[src/rtl/decode_if.sv]
// Fetch-side handshake and decoded-instruction bundle of the decode stage.
// master = decode stage (drives in_ready and decoded fields), slave = fetch/execute side.
interface decode_if;
    logic        in_valid;
    logic        in_ready;
    logic [31:0] in_instr;
    logic [31:0] in_pc;
    logic        out_valid;
    logic        out_ready;
    logic [3:0]  cond;
    logic [1:0]  cls;
    logic [3:0]  alu_op;
    logic        set_flags;
    logic        use_imm;
    logic [31:0] imm32;
    logic [1:0]  shift_type;
    logic [4:0]  shift_amt;
    logic [3:0]  rd_addr;
    logic        mem_load;
    logic        mem_store;
    logic        branch;
    logic        link;

    modport master (
        input  in_valid, in_instr, in_pc, out_ready,
        output in_ready, out_valid, cond, cls, alu_op, set_flags, use_imm, imm32,
               shift_type, shift_amt, rd_addr, mem_load, mem_store, branch, link
    );

    modport slave (
        output in_valid, in_instr, in_pc, out_ready,
        input  in_ready, out_valid, cond, cls, alu_op, set_flags, use_imm, imm32,
               shift_type, shift_amt, rd_addr, mem_load, mem_store, branch, link
    );
endinterface

[src/rtl/decode_stage.sv]
// ARM decode stage: latches one instruction, holds reg_file read addresses/rpc until execute consumes.
// Latency 2 cycles accept->out_valid (+1 per READ cycle with wb_we); macro DECODE_ROT_IMM_EN enables imm rotation.
module decode_stage (
    input  logic        clk,
    input  logic        reset,
    input  logic        flush,
    input  logic        wb_we,
    output logic [3:0]  ra1,
    output logic [3:0]  ra2,
    output logic [31:0] rpc,
    decode_if.master    dif
);
    typedef enum logic [1:0] {IDLE, READ, VALID} state_t;

    state_t      state_q;
    logic [31:0] instr_q;
    logic [31:0] rpc_q;
    logic        accept;
    logic [31:0] dp_imm;

    assign dif.in_ready  = reset & ((state_q == IDLE) | ((state_q == VALID) & dif.out_ready));
    assign accept        = dif.in_ready & dif.in_valid & ~flush;
    assign dif.out_valid = (state_q == VALID);
    assign rpc           = rpc_q;

    always_ff @(posedge clk) begin
        if (!reset) begin
            state_q <= IDLE;
            instr_q <= 32'd0;
            rpc_q   <= 32'd0;
        end else if (flush) begin
            state_q <= IDLE;
        end else if (accept) begin
            instr_q <= dif.in_instr;
            rpc_q   <= dif.in_pc + 32'd8;
            state_q <= READ;
        end else begin
            case (state_q)
                READ:    if (!wb_we) state_q <= VALID;
                VALID:   if (dif.out_ready) state_q <= IDLE;
                default: state_q <= IDLE;
            endcase
        end
    end

`ifdef DECODE_ROT_IMM_EN
    logic [63:0] rot_w;
    assign rot_w  = {24'd0, instr_q[7:0], 24'd0, instr_q[7:0]} >> {instr_q[11:8], 1'b0};
    assign dp_imm = rot_w[31:0];
`else
    assign dp_imm = {24'd0, instr_q[7:0]};
`endif

    always_comb begin
        ra1            = 4'd0;
        ra2            = 4'd0;
        dif.cond       = instr_q[31:28];
        dif.cls        = instr_q[27:26];
        dif.rd_addr    = instr_q[15:12];
        dif.alu_op     = 4'd0;
        dif.set_flags  = 1'b0;
        dif.use_imm    = 1'b0;
        dif.imm32      = 32'd0;
        dif.shift_type = 2'd0;
        dif.shift_amt  = 5'd0;
        dif.mem_load   = 1'b0;
        dif.mem_store  = 1'b0;
        dif.branch     = 1'b0;
        dif.link       = 1'b0;
        case (instr_q[27:26])
            2'b00: begin
                ra1           = instr_q[19:16];
                dif.alu_op    = instr_q[24:21];
                dif.set_flags = instr_q[20];
                dif.use_imm   = instr_q[25];
                if (instr_q[25]) begin
                    dif.imm32 = dp_imm;
                end else begin
                    ra2            = instr_q[3:0];
                    dif.shift_type = instr_q[6:5];
                    dif.shift_amt  = instr_q[11:7];
                end
            end
            2'b01: begin
                ra1           = instr_q[19:16];
                ra2           = instr_q[15:12];
                dif.alu_op    = instr_q[23] ? 4'd4 : 4'd2;
                dif.use_imm   = 1'b1;
                dif.imm32     = {20'd0, instr_q[11:0]};
                dif.mem_load  = instr_q[20];
                dif.mem_store = ~instr_q[20];
            end
            2'b10: begin
                ra1         = 4'd15;
                ra2         = 4'd15;
                dif.use_imm = 1'b1;
                dif.imm32   = {{6{instr_q[23]}}, instr_q[23:0], 2'b00};
                dif.branch  = 1'b1;
                dif.link    = instr_q[24];
            end
            default: ;
        endcase
    end
endmodule

[src/flat_wrapper.sv]
// flat-port wrapper written by rule: the top's interface ports become plain ports
module decode_stage_flat 
  (clk, reset, flush, wb_we, ra1, ra2, rpc, dif_in_valid, dif_in_instr, dif_in_pc, dif_out_ready, dif_in_ready, dif_out_valid, dif_cond, dif_cls, dif_alu_op, dif_set_flags, dif_use_imm, dif_imm32, dif_shift_type, dif_shift_amt, dif_rd_addr, dif_mem_load, dif_mem_store, dif_branch, dif_link);
  decode_if dif_i ();
  input  logic clk;
  input  logic reset;
  input  logic flush;
  input  logic wb_we;
  output logic [3:0] ra1;
  output logic [3:0] ra2;
  output logic [31:0] rpc;
  input wire logic [$bits(dif_i.in_valid)-1:0] dif_in_valid;
  input wire logic [$bits(dif_i.in_instr)-1:0] dif_in_instr;
  input wire logic [$bits(dif_i.in_pc)-1:0] dif_in_pc;
  input wire logic [$bits(dif_i.out_ready)-1:0] dif_out_ready;
  output wire logic [$bits(dif_i.in_ready)-1:0] dif_in_ready;
  output wire logic [$bits(dif_i.out_valid)-1:0] dif_out_valid;
  output wire logic [$bits(dif_i.cond)-1:0] dif_cond;
  output wire logic [$bits(dif_i.cls)-1:0] dif_cls;
  output wire logic [$bits(dif_i.alu_op)-1:0] dif_alu_op;
  output wire logic [$bits(dif_i.set_flags)-1:0] dif_set_flags;
  output wire logic [$bits(dif_i.use_imm)-1:0] dif_use_imm;
  output wire logic [$bits(dif_i.imm32)-1:0] dif_imm32;
  output wire logic [$bits(dif_i.shift_type)-1:0] dif_shift_type;
  output wire logic [$bits(dif_i.shift_amt)-1:0] dif_shift_amt;
  output wire logic [$bits(dif_i.rd_addr)-1:0] dif_rd_addr;
  output wire logic [$bits(dif_i.mem_load)-1:0] dif_mem_load;
  output wire logic [$bits(dif_i.mem_store)-1:0] dif_mem_store;
  output wire logic [$bits(dif_i.branch)-1:0] dif_branch;
  output wire logic [$bits(dif_i.link)-1:0] dif_link;
  assign dif_i.in_valid = dif_in_valid;
  assign dif_i.in_instr = dif_in_instr;
  assign dif_i.in_pc = dif_in_pc;
  assign dif_i.out_ready = dif_out_ready;
  assign dif_in_ready = dif_i.in_ready;
  assign dif_out_valid = dif_i.out_valid;
  assign dif_cond = dif_i.cond;
  assign dif_cls = dif_i.cls;
  assign dif_alu_op = dif_i.alu_op;
  assign dif_set_flags = dif_i.set_flags;
  assign dif_use_imm = dif_i.use_imm;
  assign dif_imm32 = dif_i.imm32;
  assign dif_shift_type = dif_i.shift_type;
  assign dif_shift_amt = dif_i.shift_amt;
  assign dif_rd_addr = dif_i.rd_addr;
  assign dif_mem_load = dif_i.mem_load;
  assign dif_mem_store = dif_i.mem_store;
  assign dif_branch = dif_i.branch;
  assign dif_link = dif_i.link;
  decode_stage u_core (.clk(clk), .reset(reset), .flush(flush), .wb_we(wb_we), .ra1(ra1), .ra2(ra2), .rpc(rpc), .dif(dif_i));
endmodule
[config.mk]
export PLATFORM = sky130hd
export DESIGN_NAME = decode_stage_flat
export DESIGN_NICKNAME = d
export VERILOG_FILES = /design/src/rtl/decode_if.sv /design/src/rtl/decode_stage.sv /design/src/flat_wrapper.sv
export SDC_FILE = /design/constraint.sdc
export NUM_CORES = 1
export LEC_CHECK = 0
export CAP_MARGIN = 20
export CORE_AREA = 2 2 103 105
export DETAILED_ROUTE_END_ITERATION = 12
export DIE_AREA = 0 0 105 107
export MAX_ROUTING_LAYER = met4
export PLACE_DENSITY = 0.8
export SYNTH_ARGS = -nofsm -noshare
export SYNTH_HDL_FRONTEND = slang
export SYNTH_SLANG_ARGS = --single-unit
[constraint.sdc]
create_clock -name clk -period 2.07 [get_ports clk]
set_input_delay 0.414 -clock clk [delete_from_list [all_inputs] [get_ports clk]]
set_output_delay 0.414 -clock clk [all_outputs]
set_load 0.02 [all_outputs]
==> flow_summary.toml <==
[logic_synthesis]
yosys_warnings = 0
synth_nets = 522
ys_top_cells_by_area = "dfxtp_1, nand2_1, a21oi_1"
postSynthCellCount = 447
syn_area_per_cell_um2 = 7.700
synth_largest_area_cell = "dfxtp_1"
synth_seq_cells = 66
synth.top_cell.area_share_pct = 38.39
synth.distinct_cells = 35
seq_area_frac_synth_pct = 38.39
netlist_area_um2 = 3442

[setup_path]
cp-end-kind = "primary output"
cp.required_ns = 1.66
crit_type = "flop to primary output"
worstPathArrival_ns = 1.67
startpoint_type = "flop"
cp_max_fo = 6

[route]
routedWlPerCell_um = 14.48
remaining_drc_errors = 0
top_layer_used = "met4"
drt_iter0_drc = 98
via_per_inst = 4.937
firstDrtPassIters = 5
finalWirelength_mm = 11.18
dr_total_vias = 3811
wl_met3_um = 763
wl_met2_mm = 5.621
wirelength_met1_mm = 4.534
antenna_left = 0

[timing]
fin_ws_ns = -0.01115
tns_ns = -0.01115
worstMarginPinSlew_ns = 0.5040
clock.fmax_mhz = 480.5
setup_violations = 1
skew_ns = 0.007364
slew_violations = 0
min_period_over_period_pct = 100.5
slew-limit-headroom_pct = 66.40
whs_ns = 0.4579
min_period_ns = 2.081
hold_violations = 0
rsz0062_at_grt = "true"

[layout]
stdcell_count = 772
antenna_cells = 0
syn_to_final_growth_pct = 65.14
fin_util_pct = 56.32
fin_nets = 706
drive_above_1_share_pct = 22.80

[power_and_ir_drop]
p_seq_share_pct = 46.5
leakagePower_nw = 2.231
internal_power_mw = 2.120
ir_drop_v = 0.0003231
p_sw_mw = 0.8187
p_clk_share_pct = 31.6
combPwrFrac_pct = 21.9
cellPowerDensity_nw_per_um2 = 517.1
sw_frac_of_total_pct = 27.85

[cts]
clock_latency_ns = 0.34
clock_sinks = 66
clk_path_buf_depth = 2
clk_pin_slew_worst_paths_ns = 0.07
cts-hold-fix-buffers = 0
cts_tree = "yes"
cts-root-buf = "clkbuf_8"
numCtsBuffers = 9
post_cts_buffers = 0
cts_max_level = 3

[die]
num_io_pins = 171
core_um2 = 10090
fp.dieArea_um2 = 11240
rows = 37
die_h_um = 107
die_x_um = 105
initial_core_util_pct = 34.11

[status]
status = "complete, but fails checks"
violations = "negative setup slack"

[grt]
antenna_found_initial = 0
grt_max_degree = 48
gr-total-overflow = 0
grt_pass1_wl_mm = 17.55
grt_usage_pct = 19.78
grt_pass1_vias = 3729

[run]
drv_cap = 0

[place]
place.port_buffers = 170
dp_cells = 756
gp_congestion = 0.9276
hpwlAfterDp_mm = 8.304
post-place-ws_ns = -0.1527

[min_path]
min_path_type = "flop to flop"
## power groups by stage
| stage | clock (mW) | sequential, mW | combinational (mW) |
|---|---|---|---|
| CTS | 0.962 | 1.36 | 0.627 |
| global placement | 0 | 1.39 | 0.624 |
| global route | 1.02 | 1.37 | 0.689 |
| finish | 0.929 | 1.37 | 0.643 |
| detailed placement | 0 | 1.39 | 0.634 |
| floorplan | 0 | 1.42 | 0.230 |
## per-layer routing
layer  global-route usage, %  vias to the layer above
met5                       -                        -
met4                   9.714                        0
met3                   4.377                       25
met2                   34.28                      168
met1                   21.51                     1740
li1                        -                     1878
## flip-flops by register name (all words and copies together) (netlist names)
name            flops
u_core.instr_q     32
u_core.state_q      2
u_core.rpc         32
## synth_stat cells
master and n:
a211oi_2 1, and3_1 4, nand3_1 12, a221oi_1 4
a211oi_1 8, and3_2 1, buf_4 16, xor2_1 20
nor3_2 1, nand2_1 85, xnor2_1 7, buf_2 5
nand4_4 1, nor2_1 30, nor3b_1 3, nor4_1 1
o21a_1 5, nor3_1 6, a2bb2oi_1 1, a22oi_1 10
buf_1 1, nor4_4 2, ha_1 5, and4_2 1
a21oi_1 57, or4_1 1, dfxtp_1 66, nand4_1 11
nor2b_1 3, clkbuf_1 23, o21ai_0 19, inv_1 7
and2_1 28, o21ai_1 1, a21oi_2 1
## worst max-delay path, cell delays in order (launching register included)
cell and delay (ns):
dfxtp_2 0.34, buf_6 0.13, ha_4 0.17, buf_6 0.14, buf_4 0.15, a22oi_1 0.16
nor2_1 0.07, buf_2 0.16
## placed cells by master (no fill, tap or decap), types with 4 or more instances in the layout
| master | instances |
|---|---|
| clkdlybuf4s15_2 | 11 |
| nor2_1 | 30 |
| o21a_1 | 5 |
| nand3_1 | 12 |
| xor2_1 | 20 |
| dfxtp_1 | 64 |
| buf_4 | 47 |
| dlygate4sd2_1 | 10 |
| a22oi_2 | 9 |
| and3_1 | 4 |
| a21oi_1 | 56 |
| a211oi_1 | 8 |
| clkbuf_8 | 10 |
| buf_12 | 4 |
| xnor2_1 | 7 |
| buf_6 | 6 |
| nand2_1 | 83 |
| o21ai_0 | 18 |
| clkdlybuf4s50_1 | 112 |
| nand4_1 | 11 |
| nor3_1 | 6 |
| and2_1 | 27 |
| buf_2 | 27 |
## area by class of cell
class | count | area (um2)
clock buffers | 13 | 148.9
flip-flops and latches | 66 | 1324
repair buffers | 218 | 1973
clock inverters | 3 | 15.01
fillers | 923 | 4408
well taps | 136 | 170.2
inverters | 7 | 31.28
multi-input cells | 329 | 2022
## cells by family (layout without fill, tap and decap cells)
family,Yosys count,in the layout,synth area share (%)
AO/OA/AOI/OAI,107,107,18.10
buffers and inverters,52,241,7.597
adder cells (fa/ha/maj),5,5,1.818
XOR/XNOR,27,27,6.870
flip-flops,66,66,38.39
AND/OR/NAND/NOR,190,190,27.23
## worst paths after layout
path,start,to,slack (ns),depth (start not counted)
max,u_core.instr_q[26],dif_imm32[11],-0.01,7
max reg2reg,u_core.state_q[1],u_core.instr_q[12],0.39,7
min,u_core.rpc[4],u_core.rpc[4],0.46,2
min reg2reg,u_core.rpc[4],u_core.rpc[4],0.46,2
## per-stage QoR
stage / cell area, um2 / total power [mW]
2_1_floorplan: 3442 / 1.648
3_3_place_gp: 5489 / 2.010
3_5_place_dp: 5489 / 2.021
4_1_cts: 5565 / 2.950
5_1_grt: 5684 / 3.083
6_report: 5684 / 2.939
## what timing repair did
action                                  CTS  global route
endpoints found under the setup margin   58            36
resized for setup                       207            40
hold endpoints to repair                  0             0
pin swaps                                 5             6
Note: power is estimated with default switching activity, not from simulation.
